$ cat config.mk
export PLATFORM = sky130hd
export DESIGN_NAME = pwm_duty_meter_flat
export DESIGN_NICKNAME = d
export VERILOG_FILES = /design/src/rtl/pwm_pkg.sv /design/src/rtl/pwm_duty_meter_if.sv /design/src/rtl/pwm_div.sv /design/src/rtl/pwm_duty_meter.sv /design/src/flat_wrapper.sv
export SDC_FILE = /design/constraint.sdc
export NUM_CORES = 1
export LEC_CHECK = 0
export ABC_AREA = 1
export CELL_PAD_IN_SITES_DETAIL_PLACEMENT = 0
export CELL_PAD_IN_SITES_GLOBAL_PLACEMENT = 1
export CORE_MARGIN = 2
export CORE_UTILIZATION = 40
export CTS_CLUSTER_SIZE = 25
export DETAILED_ROUTE_END_ITERATION = 6
export PLACE_DENSITY_LB_ADDON = 0.3
export SETUP_SLACK_MARGIN = 0.3
export SYNTH_ARGS = -nofsm -noshare
export SYNTH_HDL_FRONTEND = slang
export SYNTH_HIERARCHICAL = 1
export SYNTH_SLANG_ARGS = --single-unit
$ cat constraint.sdc
create_clock -name i_clk -period 3 [get_ports i_clk]
set_input_delay 0.6 -clock i_clk [delete_from_list [all_inputs] [get_ports i_clk]]
set_output_delay 0.6 -clock i_clk [all_outputs]
set_load 0.05 [all_outputs]
$ cat src/rtl/pwm_pkg.sv
// Constants and FSM encoding shared by the PWM duty meter and the duty-variator generator.
package pwm_pkg;

  localparam int unsigned DUTY_STEPS = 10;
  localparam int unsigned DUTY_W     = 4;

  typedef enum logic [1:0] {
    IDLE = 2'd0,
    DIV  = 2'd1,
    DONE = 2'd2
  } state_e;

endpackage

$ cat src/rtl/pwm_duty_meter_if.sv
// Measurement bundle: PWM line in, duty/period/stuck results out.
interface pwm_duty_meter_if #(
  parameter int unsigned CNT_W = 8
);

  logic                        pwm;
  logic [pwm_pkg::DUTY_W-1:0]  duty;
  logic [CNT_W-1:0]            period;
  logic                        valid;
  logic                        stuck;

  modport master (
    input  pwm,
    output duty,
    output period,
    output valid,
    output stuck
  );

  modport slave (
    output pwm,
    input  duty,
    input  period,
    input  valid,
    input  stuck
  );

endinterface

$ cat src/rtl/pwm_div.sv
// Serial restoring divider: one quotient bit per cycle, MSB first, fixed DUTY_W-cycle latency.
module pwm_div
  import pwm_pkg::*;
#(
  parameter int unsigned NW = 12,
  parameter int unsigned DW = 8
) (
  input  logic              i_clk,
  input  logic              i_rst_n,
  input  logic              start,
  input  logic [NW-1:0]     n,
  input  logic [DW-1:0]     d,
  output logic [DUTY_W-1:0] quotient,
  output logic              done
);

  localparam logic [1:0] LAST_ITER = 2'(DUTY_W - 1);

  logic [NW-1:0]       rem;
  logic [NW-1:0]       dsr;
  logic [DUTY_W-2:0]   q;
  logic [1:0]          iter;
  logic                busy;
  logic                ge;

  // Quotient is exposed with the current bit already folded in, so the
  // caller can register the final value on the last iteration's edge.
  assign ge       = (rem >= dsr);
  assign quotient = {q, ge};
  assign done     = busy & (iter == LAST_ITER);

  always_ff @(posedge i_clk or negedge i_rst_n) begin
    if (!i_rst_n) begin
      rem  <= '0;
      dsr  <= '0;
      q    <= '0;
      iter <= '0;
      busy <= 1'b0;
    end else if (start) begin
      rem  <= n;
      dsr  <= NW'(d) << (DUTY_W - 1);
      q    <= '0;
      iter <= '0;
      busy <= 1'b1;
    end else if (busy) begin
      if (ge) rem <= rem - dsr;
      dsr  <= dsr >> 1;
      q    <= quotient[DUTY_W-2:0];
      iter <= iter + 2'd1;
      if (iter == LAST_ITER) busy <= 1'b0;
    end
  end

endmodule

$ cat src/rtl/pwm_duty_meter.sv
// Measures period and high time of an external PWM line and reports duty in tenths,
// with a saturating watchdog that flags lines stuck at 0 % or 100 %.
module pwm_duty_meter
  import pwm_pkg::*;
#(
  parameter int unsigned CNT_W = 8
) (
  input  logic              i_clk,
  input  logic              i_rst_n,
  pwm_duty_meter_if.master  bus
);

  localparam int unsigned     NW      = CNT_W + 4;
  localparam logic [CNT_W-1:0] CNT_MAX = '1;

  logic [1:0]        sync;
  logic              s;
  logic              s_d;
  logic              rise;
  logic [CNT_W-1:0]  per_cnt;
  logic [CNT_W-1:0]  hi_cnt;
  logic [CNT_W-1:0]  p_hold;
  logic              armed;
  logic              stuck_seen;
  state_e            state;
  logic              capture;
  logic              stuck_hit;
  logic [NW-1:0]     div_n;
  logic [DUTY_W-1:0] div_q;
  logic              div_done;
  logic [DUTY_W-1:0] duty_q;
  logic [CNT_W-1:0]  period_q;
  logic              valid_q;
  logic              stuck_q;

  assign s    = sync[1];
  assign rise = s & ~s_d;

  always_ff @(posedge i_clk or negedge i_rst_n) begin
    if (!i_rst_n) begin
      sync <= '0;
      s_d  <= 1'b0;
    end else begin
      sync <= {sync[0], bus.pwm};
      s_d  <= sync[1];
    end
  end

  always_ff @(posedge i_clk or negedge i_rst_n) begin
    if (!i_rst_n) begin
      per_cnt <= '0;
      hi_cnt  <= '0;
    end else if (rise) begin
      per_cnt <= CNT_W'(1);
      hi_cnt  <= CNT_W'(1);
    end else begin
      if (per_cnt != CNT_MAX)      per_cnt <= per_cnt + CNT_W'(1);
      if (s && hi_cnt != CNT_MAX)  hi_cnt  <= hi_cnt + CNT_W'(1);
    end
  end

  // Rises that arrive while a division is in flight only restart the counters.
  assign capture   = rise & armed & (state == IDLE);
  assign stuck_hit = ~rise & (per_cnt == CNT_MAX) & ~stuck_seen & (state == IDLE);

  // Adding P/2 before dividing rounds the tenths half-up.
  assign div_n = NW'(hi_cnt) * NW'(DUTY_STEPS) + NW'(per_cnt >> 1);

  pwm_div #(
    .NW (NW),
    .DW (CNT_W)
  ) u_div (
    .i_clk    (i_clk),
    .i_rst_n  (i_rst_n),
    .start    (capture),
    .n        (div_n),
    .d        (per_cnt),
    .quotient (div_q),
    .done     (div_done)
  );

  always_ff @(posedge i_clk or negedge i_rst_n) begin
    if (!i_rst_n) begin
      state      <= IDLE;
      armed      <= 1'b0;
      stuck_seen <= 1'b0;
      p_hold     <= '0;
      duty_q     <= '0;
      period_q   <= '0;
      valid_q    <= 1'b0;
      stuck_q    <= 1'b0;
    end else begin
      valid_q <= 1'b0;
      if (rise) begin
        stuck_seen <= 1'b0;
        if (!armed) armed <= 1'b1;
      end
      case (state)
        IDLE: begin
          if (capture) begin
            state  <= DIV;
            p_hold <= per_cnt;
          end else if (stuck_hit) begin
            stuck_q    <= 1'b1;
            duty_q     <= s ? DUTY_W'(DUTY_STEPS) : '0;
            period_q   <= CNT_MAX;
            valid_q    <= 1'b1;
            armed      <= 1'b0;
            stuck_seen <= 1'b1;
          end
        end
        DIV: begin
          if (div_done) begin
            state    <= DONE;
            duty_q   <= div_q;
            period_q <= p_hold;
            stuck_q  <= 1'b0;
            valid_q  <= 1'b1;
          end
        end
        DONE:    state <= IDLE;
        default: state <= IDLE;
      endcase
    end
  end

  assign bus.duty   = duty_q;
  assign bus.period = period_q;
  assign bus.valid  = valid_q;
  assign bus.stuck  = stuck_q;

endmodule

$ cat src/flat_wrapper.sv
// flat-port wrapper written by rule: the top's interface ports become plain ports
module pwm_duty_meter_flat import pwm_pkg::*;
#(
  parameter int unsigned CNT_W = 8
)
  (i_clk, i_rst_n, bus_pwm, bus_duty, bus_period, bus_valid, bus_stuck);
  pwm_duty_meter_if #(.CNT_W(CNT_W)) bus_i ();
  input  logic i_clk;
  input  logic i_rst_n;
  input wire logic [$bits(bus_i.pwm)-1:0] bus_pwm;
  output wire logic [$bits(bus_i.duty)-1:0] bus_duty;
  output wire logic [$bits(bus_i.period)-1:0] bus_period;
  output wire logic [$bits(bus_i.valid)-1:0] bus_valid;
  output wire logic [$bits(bus_i.stuck)-1:0] bus_stuck;
  assign bus_i.pwm = bus_pwm;
  assign bus_duty = bus_i.duty;
  assign bus_period = bus_i.period;
  assign bus_valid = bus_i.valid;
  assign bus_stuck = bus_i.stuck;
  pwm_duty_meter #(.CNT_W(CNT_W)) u_core (.i_clk(i_clk), .i_rst_n(i_rst_n), .bus(bus_i));
endmodule
==> Yosys cells after proc, flatten, opt, wreduce, memory -nomap -nowiden <==
Index checks and enable logic that the tools add are counted.
{ "totals": {"register_bits": 75, "input_bits": 3} }
{ "classes": {"add_sub_neg": 5, "multipliers": 1, "magnitude_cmp": 1, "n_eq_ne": 9, "muxes": 44, "bitwise_logic": 10, "n_reduce_logical": 11} }
{ "ops": {"columns": ["operator", "count"], "rows": [
  ["$mux 12", 5],
  ["$mux 8", 7],
  ["$mux 1", 17],
  ["$add 8x1->8 const B", 2],
  ["$mux 4", 4],
  ["$ne 8x8->1 const B", 2],
  ["$pmux 8 s2", 1],
  ["$add 12x7->12", 1],
  ["$ge 12x12->1", 1],
  ["$sub 12x12->12", 1],
  ["$mul 8x3->11 const B", 1],
  ["$reduce_bool 2->1", 5],
  ["$eq 8x8->1 const B", 1],
  ["$mux 2", 4],
  ["$pmux 4 s2", 1],
  ["$and 1x1->1", 7],
  ["$mux 3", 2],
  ["$ne 2x1->1 const B", 3],
  ["$reduce_and 2->1", 3],
  ["$pmux 1 s2", 2],
  ["$pmux 2 s2", 1],
  ["$reduce_and 4->1", 1],
  ["$not 1->1", 3],
  ["$add 2x1->2 const B", 1],
  ["5 further kinds", 5]
]} }

==> Longest topological paths before layout <==
Gate-level depths: netlist of the first run.
{ "logic_depth": {"ltp_word": 9, "depth_mapped": 17, "ltp_nobuf": 17} }

==> By module <==
Netlist of the first run, hierarchy kept.
{ "by_module_without_submodules": {"columns": ["mod", "instances", "cells_per_inst", "area_each_um2", "seq_area_each_um2"], "rows": [
  ["pwm_duty_meter", 1, 330, 2625.0, 1126.1],
  ["pwm_div", 1, 300, 2072.0, 725.7]
]} }

==> Worst setup path after synthesis of the first run <==
Ideal clock, no wire load.
{ "synth_timing": {"path_kind": "register to register", "from": "register u_core.hi_cnt[1]", "to": "register u_core.u_div.rem[9]", "setup_time_ps": 117, "t_arrival_ps": 2564, "setup_slack_ps": 319, "path_stages_with_launch": 16, "path_buffers": 0, "period_less_slack_ps": 2681, "path_cell_list": "dfrtp_1 -> ha_1 -> ha_1 -> fa_1 -> xor2_1 -> ha_1 -> nand2_1 -> nor3_1 -> nand2_1 -> nand2_1 -> nand2_1 -> xor2_1 -> nand2_1 -> nand2_1 -> nand2_1 -> nand2_1"} }
{ "synth_via": {"elab_chain_cells": 3} }
{ "synth_lines": {"columns": ["item", "line_no", "source"], "rows": [
  ["start: declaration", "pwm_duty_meter.sv:21", "logic [CNT_W-1:0] hi_cnt;"],
  ["start signal: assignment", "pwm_duty_meter.sv:58", "if (s && hi_cnt != CNT_MAX) hi_cnt <= hi_cnt + CNT_W'(1);"],
  ["$mul 8x3->11", "pwm_duty_meter.sv:67", "assign div_n = NW'(hi_cnt) * NW'(DUTY_STEPS) + NW'(per_cnt >> 1);"],
  ["$add 12x7->12", "pwm_duty_meter.sv:67", null],
  ["net u_core.div_n[9]", "pwm_duty_meter.sv:28", "logic [NW-1:0] div_n;"],
  ["$mux 12", "pwm_div.sv:39", "end else if (start) begin"],
  ["end signal: assignment", "pwm_div.sv:40", "rem <= n;"],
  ["end signal: assignment", "pwm_div.sv:46", "if (ge) rem <= rem - dsr;"],
  ["end: declaration", "pwm_div.sv:19", "logic [NW-1:0] rem;"]
]} }
The timed path passes the listed nets, and every way through them passes these cells.
A chain may end at the register's enable or synchronous reset.

==> Worst setup path in the final report of the first run <==
{ "layout_timing": {"from": "register u_core.hi_cnt[3]", "to": "register u_core.u_div.rem[9]"} }
Same word-level chain as after synthesis.

==> summary.md, run 1 <==
| Metric | Value |
|---|---|
| Hold slack final | `0.346 ns` |
| M1 WL | `5250 microns` |
| Minimum clock period | `2.64 ns` |
| Pre-Repair DR Iteration Count | `5` |
| Non-filler instance count after layout | `805` |
| R2R Setup Slk | `0.36 ns` |
| Die Y | `112 microns` |
| Critical Path AT | `2.86 ns` |
| CP cell instances | `ha_4, ha_4, fa_2, xor2_1, ha_1, nand2_2, o21a_1, nand2_2, nand2_2, xor2_1, nand2_1, nand2_1, nand2_1, nand2_1` |
| Highest-delay cell along the critical path | `dfrtp_1` |
| Power Dens Cells | `1090 nW/um^2` |
| Row cnt | `39` |
| Average vias per placed instance | `4.99` |
| Max Clock Freq | `379 MHz` |
| Slew @ Worst Pin | `0.943 ns` |
| Register area | `1850 sq um` |
| Area added between synthesis and finish | `15.7%` |
| Detailed Place HPWL | `7910 microns` |
| Max clock buf depth | `2` |
| CTS buffer count | `9` |
| Multi-input gate area | `2470 sq um` |
| Met3 wire length | `306 microns` |
| Largest net degree at the start of global routing | `75` |
| Most common cell after layout, fill and taps aside | `nand2_1` |
| Outcome | `completed` |
| Die area | `12600 sq um` |
| Peak supply drop | `0.000634 V` |
| Ports | `17` |
| Cell area after technology mapping | `4700 sq um` |
| Remaining antenna violation count | `0` |
| Kind of cell adding the most delay to the critical path | `adder cells` |
| Critical Path End Type | `register` |
| Final net count | `696` |
| Post-synth top area share | `0.394` |
| Final hold viol count | `0` |
| Initial antenna violation count | `0` |
| Crit-path max cell delay | `0.41 ns` |
| Core area | `11400 sq um` |
| Placed insts | `779` |
| DRC viols | `0` |
| Max layer used | `met4` |
| Filler Cell Count | `1146` |
| Met2 WL | `5140 microns` |
| Hold buffers post-CTS | `0` |
| Total grt overflow | `0` |
| Die Wd | `112 microns` |
| CTS tree | `yes` |
| Worst setup margin | `0.362 ns` |
| Final setup violating endpoints | `0` |
| Critical path buffer and inverter count | `0` |
| Global-route wire length before repair | `18200 microns` |
| CP most frequent cell | `nand2_1` |
| Setup TNS | `0 ns` |
| Seq cells post-synth | `74` |
| Syn_area_per_cell | `7.46 sq um` |
| Period Utilization, post-route | `0.879` |
| Syn. warnings | `6` |
| Port bufs | `16` |
| Max Cap Viol | `0` |
| RSZ-0062 raised after global routing | `true` |
| Max Slew Vio Count | `0` |
| GRT Total Usage | `0.178` |
| Initial Util | `0.411` |
| Placement Setup Slack | `0.122 ns` |
| Worst path required time | `3.23 ns` |
| Final clock skew | `0.00805 ns` |
| Relative max-transition margin | `0.371` |
| Wire per inst | `13.4 microns` |
| Gpl congestion | `0.832` |
| Skew-Pair Late Insertion Delay | `0.33 ns` |
| Mapped Nets | `668` |
| P_leak | `2.88 nW` |
| Post-synthesis sequential area ratio | `0.394` |
| DRT Wirelength | `10800 microns` |
| Max FO, Critical Path | `4` |
| Main area contributors after synthesis | `dfrtp_1 (39%), nand2_1 (17%), ha_1 (8.5%)` |
| Netlist cell types | `39` |
| Clock sink count | `74` |
| DR iter-0 viols | `241` |
| Type of the worst min-delay path | `register to register` |
| WS Path Type | `register to register` |
| Ant diodes | `0` |
| Vias in the first global route | `3668` |
| Root Buffer Master | `clkbuf_16` |
| Worst-path clk slew | `0.06 ns` |
| Mapped Cells | `630` |
| Commonest cells after routing, fill and taps aside | `nand2_1 (204), inv_1 (86), dfrtp_1 (74), o21ai_0 (46), nand3_1 (38)` |
| Yosys top cell by area | `dfrtp_1` |
| H-tree depth | `3` |
| Layout cell share with drive strength beyond 1 | `0.106` |
| Vias | `4017` |
| Crit start category | `register` |
-- report_power, final --
group | internal (mW) | leakage [nW] | total (mW) | switching (mW)
logic | 1.14 | 1.79 | 3.19 | 2.04
clock network | 0.726 | 0.152 | 1.14 | 0.418
registers | 1.34 | 0.943 | 1.57 | 0.233
-- kinds of logic after synthesis --
kind of cell | share of synthesized area
DFF | 0.394
and+or+nand+nor | 0.290
adders and majority gates | 0.0980
buffers and inverters | 0.0951
AOI/OAI and AO/OA | 0.100
xor gates and xnor gates | 0.0224
-- per-stage QoR --
stage / util / total power, mW / instance area, sq um
global route: 0.476 / 6.46 / 5440
floorplan: - / 3.97 / 4700
detailed placement: 0.435 / 4.68 / 4960
global placement: 0.435 / 4.65 / 4960
finish: 0.476 / 5.90 / 5440
CTS: 0.468 / 5.89 / 5350
-- cells in the mapped netlist --
library cell and n:
nor2_1 33, clkinv_1 1, nand3_1 39, nand2_1 208
xor2_1 8, o22ai_1 7, xnor2_1 4, nor3_2 1
dfrtp_1 74, fa_1 3, o21ai_2 2, o21a_1 1
and2_1 1, a31oi_1 5, or2_2 1, o21ai_0 46
buf_12 1, a21oi_1 22, nand4_1 7, nand4_2 1
nor3_4 1, nand3_2 2, o31ai_1 2, nor2_2 1
nor3_1 3, nand3b_1 4, nand2_4 2, ha_1 32
clkbuf_1 6, a211oi_1 1, nor2_4 1, buf_2 2
inv_2 7, a22oi_1 1, and3_1 1, inv_1 86
buf_6 3, nand2_2 9, buf_4 1
-- timing repair --
item,CTS,global route
setup endpoints to repair,5,4
pin swaps,2,9
setup buffers,4,7
gates resized for setup,5,8
-- worst reg2reg max path, stage by stage (launching register included) --
cell and delay (ns):
dfrtp_1 0.41, ha_4 0.26, ha_4 0.17, fa_2 0.37, xor2_1 0.15, ha_1 0.39
nand2_2 0.09, o21a_1 0.20, nand2_2 0.08, nand2_2 0.07, xor2_1 0.14, nand2_1 0.06
nand2_1 0.05, nand2_1 0.05, nand2_1 0.04
-- routing by layer --
layer | vias to the layer above | GRT usage
li1 | 2075 | -
met1 | 1884 | 0.251
met2 | 54 | 0.286
met3 | 4 | 0.0324
met4 | 0 | 0.0439
met5 | - | 0
-- path summary, 6_finish.rpt --
check                      cells past startpoint                          from                              end
min in group asynchronous                      1                       i_rst_n  u_core/u_div/rem[2]$_DFFE_PN0P_
min                                            0      u_core/sync[0]$_DFF_PN0_         u_core/sync[1]$_DFF_PN0_
max in group asynchronous                      1                       i_rst_n  u_core/u_div/dsr[8]$_DFFE_PN0P_
min reg2reg                                    0      u_core/sync[0]$_DFF_PN0_         u_core/sync[1]$_DFF_PN0_
max                                           14  u_core/hi_cnt[3]$_DFFE_PN0P_  u_core/u_div/rem[9]$_DFFE_PN0P_
max reg2reg                                   14  u_core/hi_cnt[3]$_DFFE_PN0P_  u_core/u_div/rem[9]$_DFFE_PN0P_
-- layout make-up --
type,instances,share of cell area
Timing Repair Buffer,30,0.0483
Multi-Input combinational cell,449,0.455
Clock inverter,6,0.0166
Tap cell,143,0.0329
Sequential cell,74,0.341
Inverter,94,0.0649
Clock buffer,9,0.0414
-- sequential cells by signal (all words and copies together) (netlist names), 2 cells and up --
name               flops
u_core/state           2
u_core/u_div/dsr      11
u_core/bus.duty        4
u_core/p_hold          8
u_core/u_div/q         3
u_core/u_div/rem      12
u_core/hi_cnt          8
u_core/bus.period      8
u_core/sync            2
u_core/per_cnt         8
u_core/u_div/iter      2
No activity file was read; power rests on OpenSTA's default activity.
==> run 2: changes to the inputs <==
- CORE_UTILIZATION: 40 -> 46
==> summary.md, run 2 (synthesis gave the netlist of run 1 again) <==
| Metric | Value |
|---|---|
| Outcome | `completed` |
| Reg with most FFs | `u_core/u_div/rem` |
| Largest register FFs | `12 (unchanged)` |
| Kind of cell adding the most delay to the critical path | `adder cells` |
| Die Wd | `105 microns (-6.5%)` |
| Largest net degree at the start of global routing | `75 (unchanged)` |
| Non-filler instance count after layout | `793 (-1.5%)` |
| Die area | `11000 sq um (-13%)` |
| RSZ-0062 raised after global routing | `true` |
| Initial antenna violation count | `0 (unchanged)` |
| Power Dens Cells | `1070 nW/um^2 (-1.6%)` |
| Period Utilization, post-route | `0.860 (-0.0191)` |
| Final net count | `693 (-0.43%)` |
| Vias in the first global route | `3715 (+1.3%)` |
| Area added between synthesis and finish | `13.5%` |
| Port bufs | `16 (unchanged)` |
| CP most frequent cell | `nand2_1` |
| Minimum clock period | `2.58 ns (-0.0573 ns)` |
| Relative max-transition margin | `0.373 (+0.00196)` |
| Max Slew Vio Count | `0 (unchanged)` |
| Pre-Repair DR Iteration Count | `4 (-1)` |
| Die Y | `105 microns (-6.5%)` |
| Most common cell after layout, fill and taps aside | `nand2_1` |
| Max Clock Freq | `388 MHz (+2.2%)` |
| Gpl congestion | `0.836 (+0.50%)` |
| Top Registers | `u_core/u_div/rem: 12 flops, u_core/u_div/dsr: 11 flops` |
| Commonest cells after routing, fill and taps aside | `nand2_1 (205), inv_1 (86), dfrtp_1 (74), o21ai_0 (46), nand3_1 (38)` |
| Placed insts | `768 (-1.4%)` |
| Clock sink count | `74 (unchanged)` |
| GRT Total Usage | `0.200 (+0.0219)` |
| Max FO, Critical Path | `4 (unchanged)` |
| Vias | `3984 (-0.82%)` |
| Total grt overflow | `0 (unchanged)` |
| Worst path required time | `3.25 ns (+0.02 ns)` |
| Root Buffer Master | `clkbuf_8` |
| Detailed Place HPWL | `7820 microns (-1.2%)` |
| WS Path Type | `register to register` |
| CTS tree | `yes` |
| Ports | `17 (unchanged)` |
| CTS buffer count | `9 (unchanged)` |
| Hold slack final | `0.355 ns (+0.00895 ns)` |
| DRC viols | `0 (unchanged)` |
| Row cnt | `36 (-7.7%)` |
| Critical Path End Type | `register` |
| Max clock buf depth | `2 (unchanged)` |
| Crit start category | `register` |
| Wire per inst | `13.2 microns (-1.1%)` |
| Critical path buffer and inverter count | `1 (+1)` |
| Peak supply drop | `0.000479 V (-24%)` |
| Type of the worst min-delay path | `register to register` |
| Slew @ Worst Pin | `0.940 ns (-0.00294 ns)` |
| H-tree depth | `3 (unchanged)` |
| Crit-path max cell delay | `0.42 ns (about the same)` |
| Ant diodes | `0 (unchanged)` |
| Critical Path AT | `2.83 ns (-0.03 ns)` |
| Final clock skew | `0.0113 ns (+0.00329 ns)` |
| DR iter-0 viols | `156 (-35%)` |
| Max Cap Viol | `0 (unchanged)` |
| Skew-Pair Late Insertion Delay | `0.36 ns (+0.03 ns)` |
| P_leak | `2.83 nW (-1.7%)` |
| Core area | `9860 sq um (-14%)` |
| Global-route wire length before repair | `17800 microns (-2.1%)` |
| CP cell instances | `ha_4, ha_4, fa_2, xor2_1, ha_1, a21oi_1, o21a_1, nand2_2, buf_4, xnor2_1, nand2_1, nand2_1, nand2_1, nand2_1` |
| Final setup violating endpoints | `0 (unchanged)` |
| Layout cell share with drive strength beyond 1 | `0.102 (-0.00423)` |
| Remaining antenna violation count | `0 (unchanged)` |
| Initial Util | `0.476 (+0.0648)` |
| Setup TNS | `0 ns (unchanged)` |
| Final hold viol count | `0 (unchanged)` |
| Highest-delay cell along the critical path | `dfrtp_1` |
| Average vias per placed instance | `5.02 (+0.68%)` |
| Hold buffers post-CTS | `0 (unchanged)` |
| DRT Wirelength | `10500 microns (-2.6%)` |
| Worst-path clk slew | `0.08 ns (+0.02 ns)` |
## run 2: cell types whose count changed in the layout (fill, tap and decap cells not counted), sizes merged
cell,change
inv,+1
clkinv,-1
bufinv,+1
buf,-3
## run 2: final timing paths
kind | start | to | slack, ns | cells past startpoint
setup / recovery | u_core/hi_cnt[1]$_DFFE_PN0P_ | u_core/u_div/rem[7]$_DFFE_PN0P_ | 0.42 | 14
hold / removal | u_core/sync[0]$_DFF_PN0_ | u_core/sync[1]$_DFF_PN0_ | 0.35 | 0
setup reg to reg | u_core/hi_cnt[1]$_DFFE_PN0P_ | u_core/u_div/rem[7]$_DFFE_PN0P_ | 0.42 | 14
hold reg to reg | u_core/sync[0]$_DFF_PN0_ | u_core/sync[1]$_DFF_PN0_ | 0.35 | 0
max in group asynchronous | i_rst_n | u_core/per_cnt[1]$_DFFE_PN0P_ | 2.01 | 1
min in group asynchronous | i_rst_n | u_core/u_div/rem[1]$_DFFE_PN0P_ | 0.37 | 1
## run 2: per-stage QoR
stage	util	worst slack, ns	power (mW)	instance area (sq um)
floorplan	-	0.319	3.97	4700
global placement	0.501	0.185	4.61	4940
detailed placement	0.501	0.143	4.66	4940
CTS	0.533	0.324	5.68	5260
global route	0.540	0.235	6.22	5330
finish	0.540	0.420	5.70	5330
## run 2: area by class of cell
type                    instances  area (sq um)
well taps                     133           166
multi-input cells             449          2470
flip-flops and latches         74          1850
inverters                      94           353
fillers                       958          4530
repair buffers                 27           240
clock inverters                 7           124
clock buffers                   9           124
## run 2: report_power, final
part           total, mW  internal [mW]  switching, mW  leakage (nW)
logic               3.16           1.13           2.03          1.77
registers           1.57           1.34          0.235         0.943
clock network      0.958          0.559          0.399         0.120
total               5.70           3.03           2.67          2.83
## run 2: layer usage
metal  up-vias  part of all wire  wire length [microns]  GRT usage
met2        46              0.47                   4890      0.319
met3         9             0.025                    257     0.0349
met5         -                 0                      0          0
met1      1869              0.49                   5180      0.272
met4         0             0.014                    147     0.0752
li1       2060                 -                      -          -
## run 2: repair_timing
action                     in CTS  in global routing
setup endpoints to repair       5                  5
gates resized for setup         5                  7
pin swaps                       3                  5
cloned                          0                  0
hold endpoints to repair        0                  0
buffers inserted                4                  5
==> variant 1, RTL diff (settings of run 1) <==
`CNT_W` is set to 8 in 3 places; all go to 12.
--- a/src/rtl/pwm_duty_meter_if.sv
+++ b/src/rtl/pwm_duty_meter_if.sv
@@ -1,5 +1,5 @@
 // Measurement bundle: PWM line in, duty/period/stuck results out.
 interface pwm_duty_meter_if #(
-  parameter int unsigned CNT_W = 8
+  parameter int unsigned CNT_W = 12
 );
 
--- a/src/rtl/pwm_duty_meter.sv
+++ b/src/rtl/pwm_duty_meter.sv
@@ -4,5 +4,5 @@
   import pwm_pkg::*;
 #(
-  parameter int unsigned CNT_W = 8
+  parameter int unsigned CNT_W = 12
 ) (
   input  logic              i_clk,
--- a/src/flat_wrapper.sv
+++ b/src/flat_wrapper.sv
@@ -2,5 +2,5 @@
 module pwm_duty_meter_flat import pwm_pkg::*;
 #(
-  parameter int unsigned CNT_W = 8
+  parameter int unsigned CNT_W = 12
 )
   (i_clk, i_rst_n, bus_pwm, bus_duty, bus_period, bus_valid, bus_stuck);
Interface: changed (resized bus_period); port bits go from 17 to 21. The function was not compared with the original's and may differ.
==> variant 1 against run 1 <==
Non-clock buffer count grew 35; synthesized area increased by 41%; via count rose by 42%; worst setup slack got worse by 310 ps; die area up 40%; design area grew 47%; wire length grew 53%; global-route usage rose by 1.7 points; clock skew about the same; total power increased by 25%; maximum frequency fell by 10%; sequential cell count is 24 higher; first-iteration DRC count grew 62%.
==> variant 1: results (changes against run 1) <==
metric,value,unit,change
status,"finished, final reports clean",,
largest fanout on the critical path,3,,-1
I/O Buffers,20,,+4
via count of the routed design,5712,,+42%
CP peak stage delay,450,ps,+40 ps
adder-cell area share of the yosys netlist,10.1,%,+0.33 points
Total Power Consumption,7.36,mW,+25%
weighted congestion at the end of routability-driven global placement,0.874,,+5.1%
Post-DP Area,7350,sq um,+48%
Max IR drop VDD,0.000617,V,-2.6%
kind of cell adding the most delay to the critical path,simple AND/OR/NAND/NOR gates,,
"count of placed standard cells in the final layout, fillers left out",1168,,+45%
Placed Cells,1141,,+46%
largest net degree at the start of global routing,83,,+11%
Detail Route met2 WL,7.45,mm,+45%
Synth top cells by count,"sky130_fd_sc_hd__nand2_1, sky130_fd_sc_hd__inv_1, sky130_fd_sc_hd__dfrtp_1",,
post-placement worst setup slack,-41.6,ps,-164 ps
mean routed wirelength per cell,14.1,um,+5.6%
setup fix buffers added after clock tree synthesis,10,,+6
share of the synthesized area in compound gates (AO/OA/AOI/OAI),12.2,%,+2.2 points
routed length on met3,538,um,+76%
area occupied by multi-input gates,3930,sq um,+59%
Worst Path Arrival,3190,ps,+330 ps
Register-to-Register Setup Slack,50,ps,-310 ps
cell with the biggest individual delay on the critical path,sky130_fd_sc_hd__dfrtp_2,,
R2R cell count,21,,+7
Synth Net Count,941,,+41%
portion of the clock cycle consumed by the worst path in the final layout,98.2,%,+10 points
met3 global-route usage,3.52,%,+0.29 points
switching share of total power,47.3,%,+1.7 points
final worst hold slack,112,ps,-234 ps
==> variant 1: cell types whose count changed in the layout (fill, tap and decap cells not counted), moves of 10 or more <==
| cell | run 1 | this run |
|---|---|---|
| sky130_fd_sc_hd__inv_1 | 86 | 115 |
| sky130_fd_sc_hd__o21ai_0 | 46 | 60 |
| sky130_fd_sc_hd__nor2_1 | 33 | 44 |
| sky130_fd_sc_hd__nand2_1 | 204 | 253 |
| sky130_fd_sc_hd__dfrtp_1 | 74 | 94 |
| sky130_fd_sc_hd__buf_4 | 15 | 44 |
| sky130_fd_sc_hd__ha_4 | 4 | 14 |
| sky130_fd_sc_hd__o22a_1 | 0 | 11 |
| sky130_fd_sc_hd__nand3_1 | 38 | 57 |
==> variant 1: final cells by class <==
class,count,area share (%)
Sequential cell,98,30.8
Timing Repair Buffer,65,6.91
Clock inverter,6,0.924
Multi-Input combinational cell,644,49.2
Clock buffer,10,2.87
Inverter,125,5.91
Tap cell,220,3.45
==> variant 2, RTL diff (config.mk and constraints of run 1) <==
Without the edit above. Re-encode `state_e` (3 states) as one-hot, 3 bits wide.
--- a/src/rtl/pwm_pkg.sv
+++ b/src/rtl/pwm_pkg.sv
@@ -5,8 +5,8 @@
   localparam int unsigned DUTY_W     = 4;
 
-  typedef enum logic [1:0] {
-    IDLE = 2'd0,
-    DIV  = 2'd1,
-    DONE = 2'd2
+  typedef enum logic [2:0] {
+    IDLE = 3'b001,
+    DIV  = 3'b010,
+    DONE = 3'b100
   } state_e;
 
Check against the original RTL: no difference found for any inputs over 10 cycles, from zero or initial values and one cycle with i_rst_n low; not proved beyond that.
==> variant 2 against run 1 <==
Sequential share of layout area decreased by 0.52 points; highest routed layer unchanged; worst setup slack got worse by 64 ps; total power fell by 5.3%; wire length rose by 3.4%; design area increased by 3.1%; synthesized cell count increased by 0.63%; synthesized area is 3.8% higher; non-clock buffer count is 1 lower; sequential cell count grew 1; combinational power decreased by 11%.
==> variant 2: results (changes against run 1) <==
metric,value,unit,change
CTS buffer count,9,,unchanged
multiplexer share of the synthesized area,0,%,unchanged
met3 global-route usage,2.75,%,-0.49 points
weighted congestion at the end of routability-driven global placement,0.855,,+2.7%
H-tree depth,3,,unchanged
number of filler instances in the final layout,1202,,+4.9%
xor and xnor fraction of the mapped netlist area,2.87,%,+0.64 points
relative slew slack,35.8,%,-1.4 points
Synth top cells by count,"sky130_fd_sc_hd__nand2_1, sky130_fd_sc_hd__inv_1, sky130_fd_sc_hd__dfrtp_1",,
dominant combinational cell family by area after synthesis,simple AND/OR/NAND/NOR gates,,
share of the synthesized area in compound gates (AO/OA/AOI/OAI),9.86,%,-0.16 points
status,"finished, final reports clean",,
met2 capacity usage during global routing,28.9,%,+0.28 points
I/O Buffers,16,,unchanged
share of async-settable or async-resettable flops after synthesis,100,%,unchanged
WP buf/inv,0,,unchanged
sequential cell area fraction in the yosys report,38.5,%,-0.90 points
Worst Path Arrival,2930,ps,+70 ps
largest net degree at the start of global routing,76,,+1.3%
count of inserted antenna diode cells,0,,unchanged
drt initial violations,273,,+13%
DPL Wire Length,8.26,mm,+4.4%
startpoint of the most critical register-to-register path,u_core/hi_cnt[3],,
Yosys cell types,42,,+7.7%
number of antenna violations at the first check in global routing,0,,unchanged
main area contributors after synthesis,"sky130_fd_sc_hd__dfrtp_1, sky130_fd_sc_hd__nand2_1, sky130_fd_sc_hd__ha_1",,
yosys synthesis warning count,6,,unchanged
"Top FF cell, synth",sky130_fd_sc_hd__dfrtp_1,,
clock-pin transition on the worst setup and hold timing paths,60,ps,about the same
depth of the worst hold-timing path,0,,unchanged
met1 routing resource usage after global routing,24.4,%,-0.66 points
vias in the first global route,3900,,+6.3%
largest fanout on the critical path,4,,unchanged
Register-to-Register Setup Slack,300,ps,-60 ps
first-pass GRT wire length,18.7,mm,+2.9%
biggest registers after layout,"u_core/u_div/rem (12), u_core/u_div/dsr (11)",,
fraction of final layout cells with drive strength greater than 1,12.0,%,+1.5 points
GR Util All Layers,17.8,%,-0.027 points
most numerous cell in the Yosys netlist,sky130_fd_sc_hd__nand2_1,,
R2R cell count,15,,+1
Synth Net Count,672,,+0.60%
setup clock skew after layout,8.55,ps,+0.498 ps
worst hold path endpoint,u_core/sync[1],,
mean routed wirelength per cell,13.7,um,+2.5%
critical hold path startpoint,u_core/sync[0],,
CP peak stage delay,410,ps,about the same
adder-cell area share of the yosys netlist,9.45,%,-0.36 points
total number of nets in the final design,698,,+0.29%
Hold Path Class,reg -> reg,,
P_leak,3.00,nW,+4.0%
Avg Vias per Cell,5.00,,+0.17%
Max IR drop VDD,0.000319,V,-50%
number of iterations in the first detailed-routing pass,5,,unchanged
clk_lat worst skew,330,ps,about the same
## variant 2: worst max-delay path by stage
stage / from / to / slack [ps] / cells past startpoint
detailed placement: u_core/hi_cnt[1] / u_core/u_div/rem[9] / 210 / 15
global placement: u_core/hi_cnt[1] / u_core/u_div/rem[9] / 240 / 15
floorplan: u_core/hi_cnt[1] / u_core/u_div/rem[9] / 320 / 15
finish: u_core/hi_cnt[3] / u_core/u_div/rem[9] / 300 / 15
CTS: u_core/hi_cnt[1] / u_core/u_div/rem[9] / 300 / 15
global route: u_core/hi_cnt[3] / u_core/u_div/rem[9] / 180 / 15
## variant 2: per-stage QoR
stage / area [sq um] / instances / hold slack [ps] / power (mW) / setup WS (ps)
global route: 5600 / 812 / 364 / 6.07 / 180
floorplan: 4870 / 634 / 304 / 3.72 / 319
CTS: 5480 / 805 / 350 / 5.60 / 301
finish: 5600 / 812 / 347 / 5.59 / 298
global placement: 5130 / 788 / 336 / 4.35 / 240
detailed placement: 5130 / 788 / 336 / 4.39 / 207
## variant 2: metal layers
layer,vias up,share of wire [%]
met5,-,0
met4,0,1.2
met3,12,2.7
met2,57,47
met1,1899,49
li1,2091,-
## variant 2: layout make-up
class / instances / area share (%)
multi-input combinational: 448 / 46.3
tap: 147 / 3.28
inverter: 97 / 6.50
timing repair buffer: 29 / 4.56
clock inverter: 5 / 1.52
clock buffer: 11 / 4.33
sequential: 75 / 33.5
## variant 2: timing repair
item / 4_1_cts / 5_1_grt
gates resized for setup: 2 / 14
setup endpoints to repair: 3 / 5
pin swaps: 1 / 12
buffers inserted: 1 / 7
## variant 2: power by group
part           internal [mW]  total, mW  switching [mW]  leakage [nW]
registers               1.33       1.56           0.228         0.966
logic                   1.02       2.85            1.84          1.88
clock network          0.755       1.18           0.421         0.156
total                   3.11       5.59            2.49          3.00
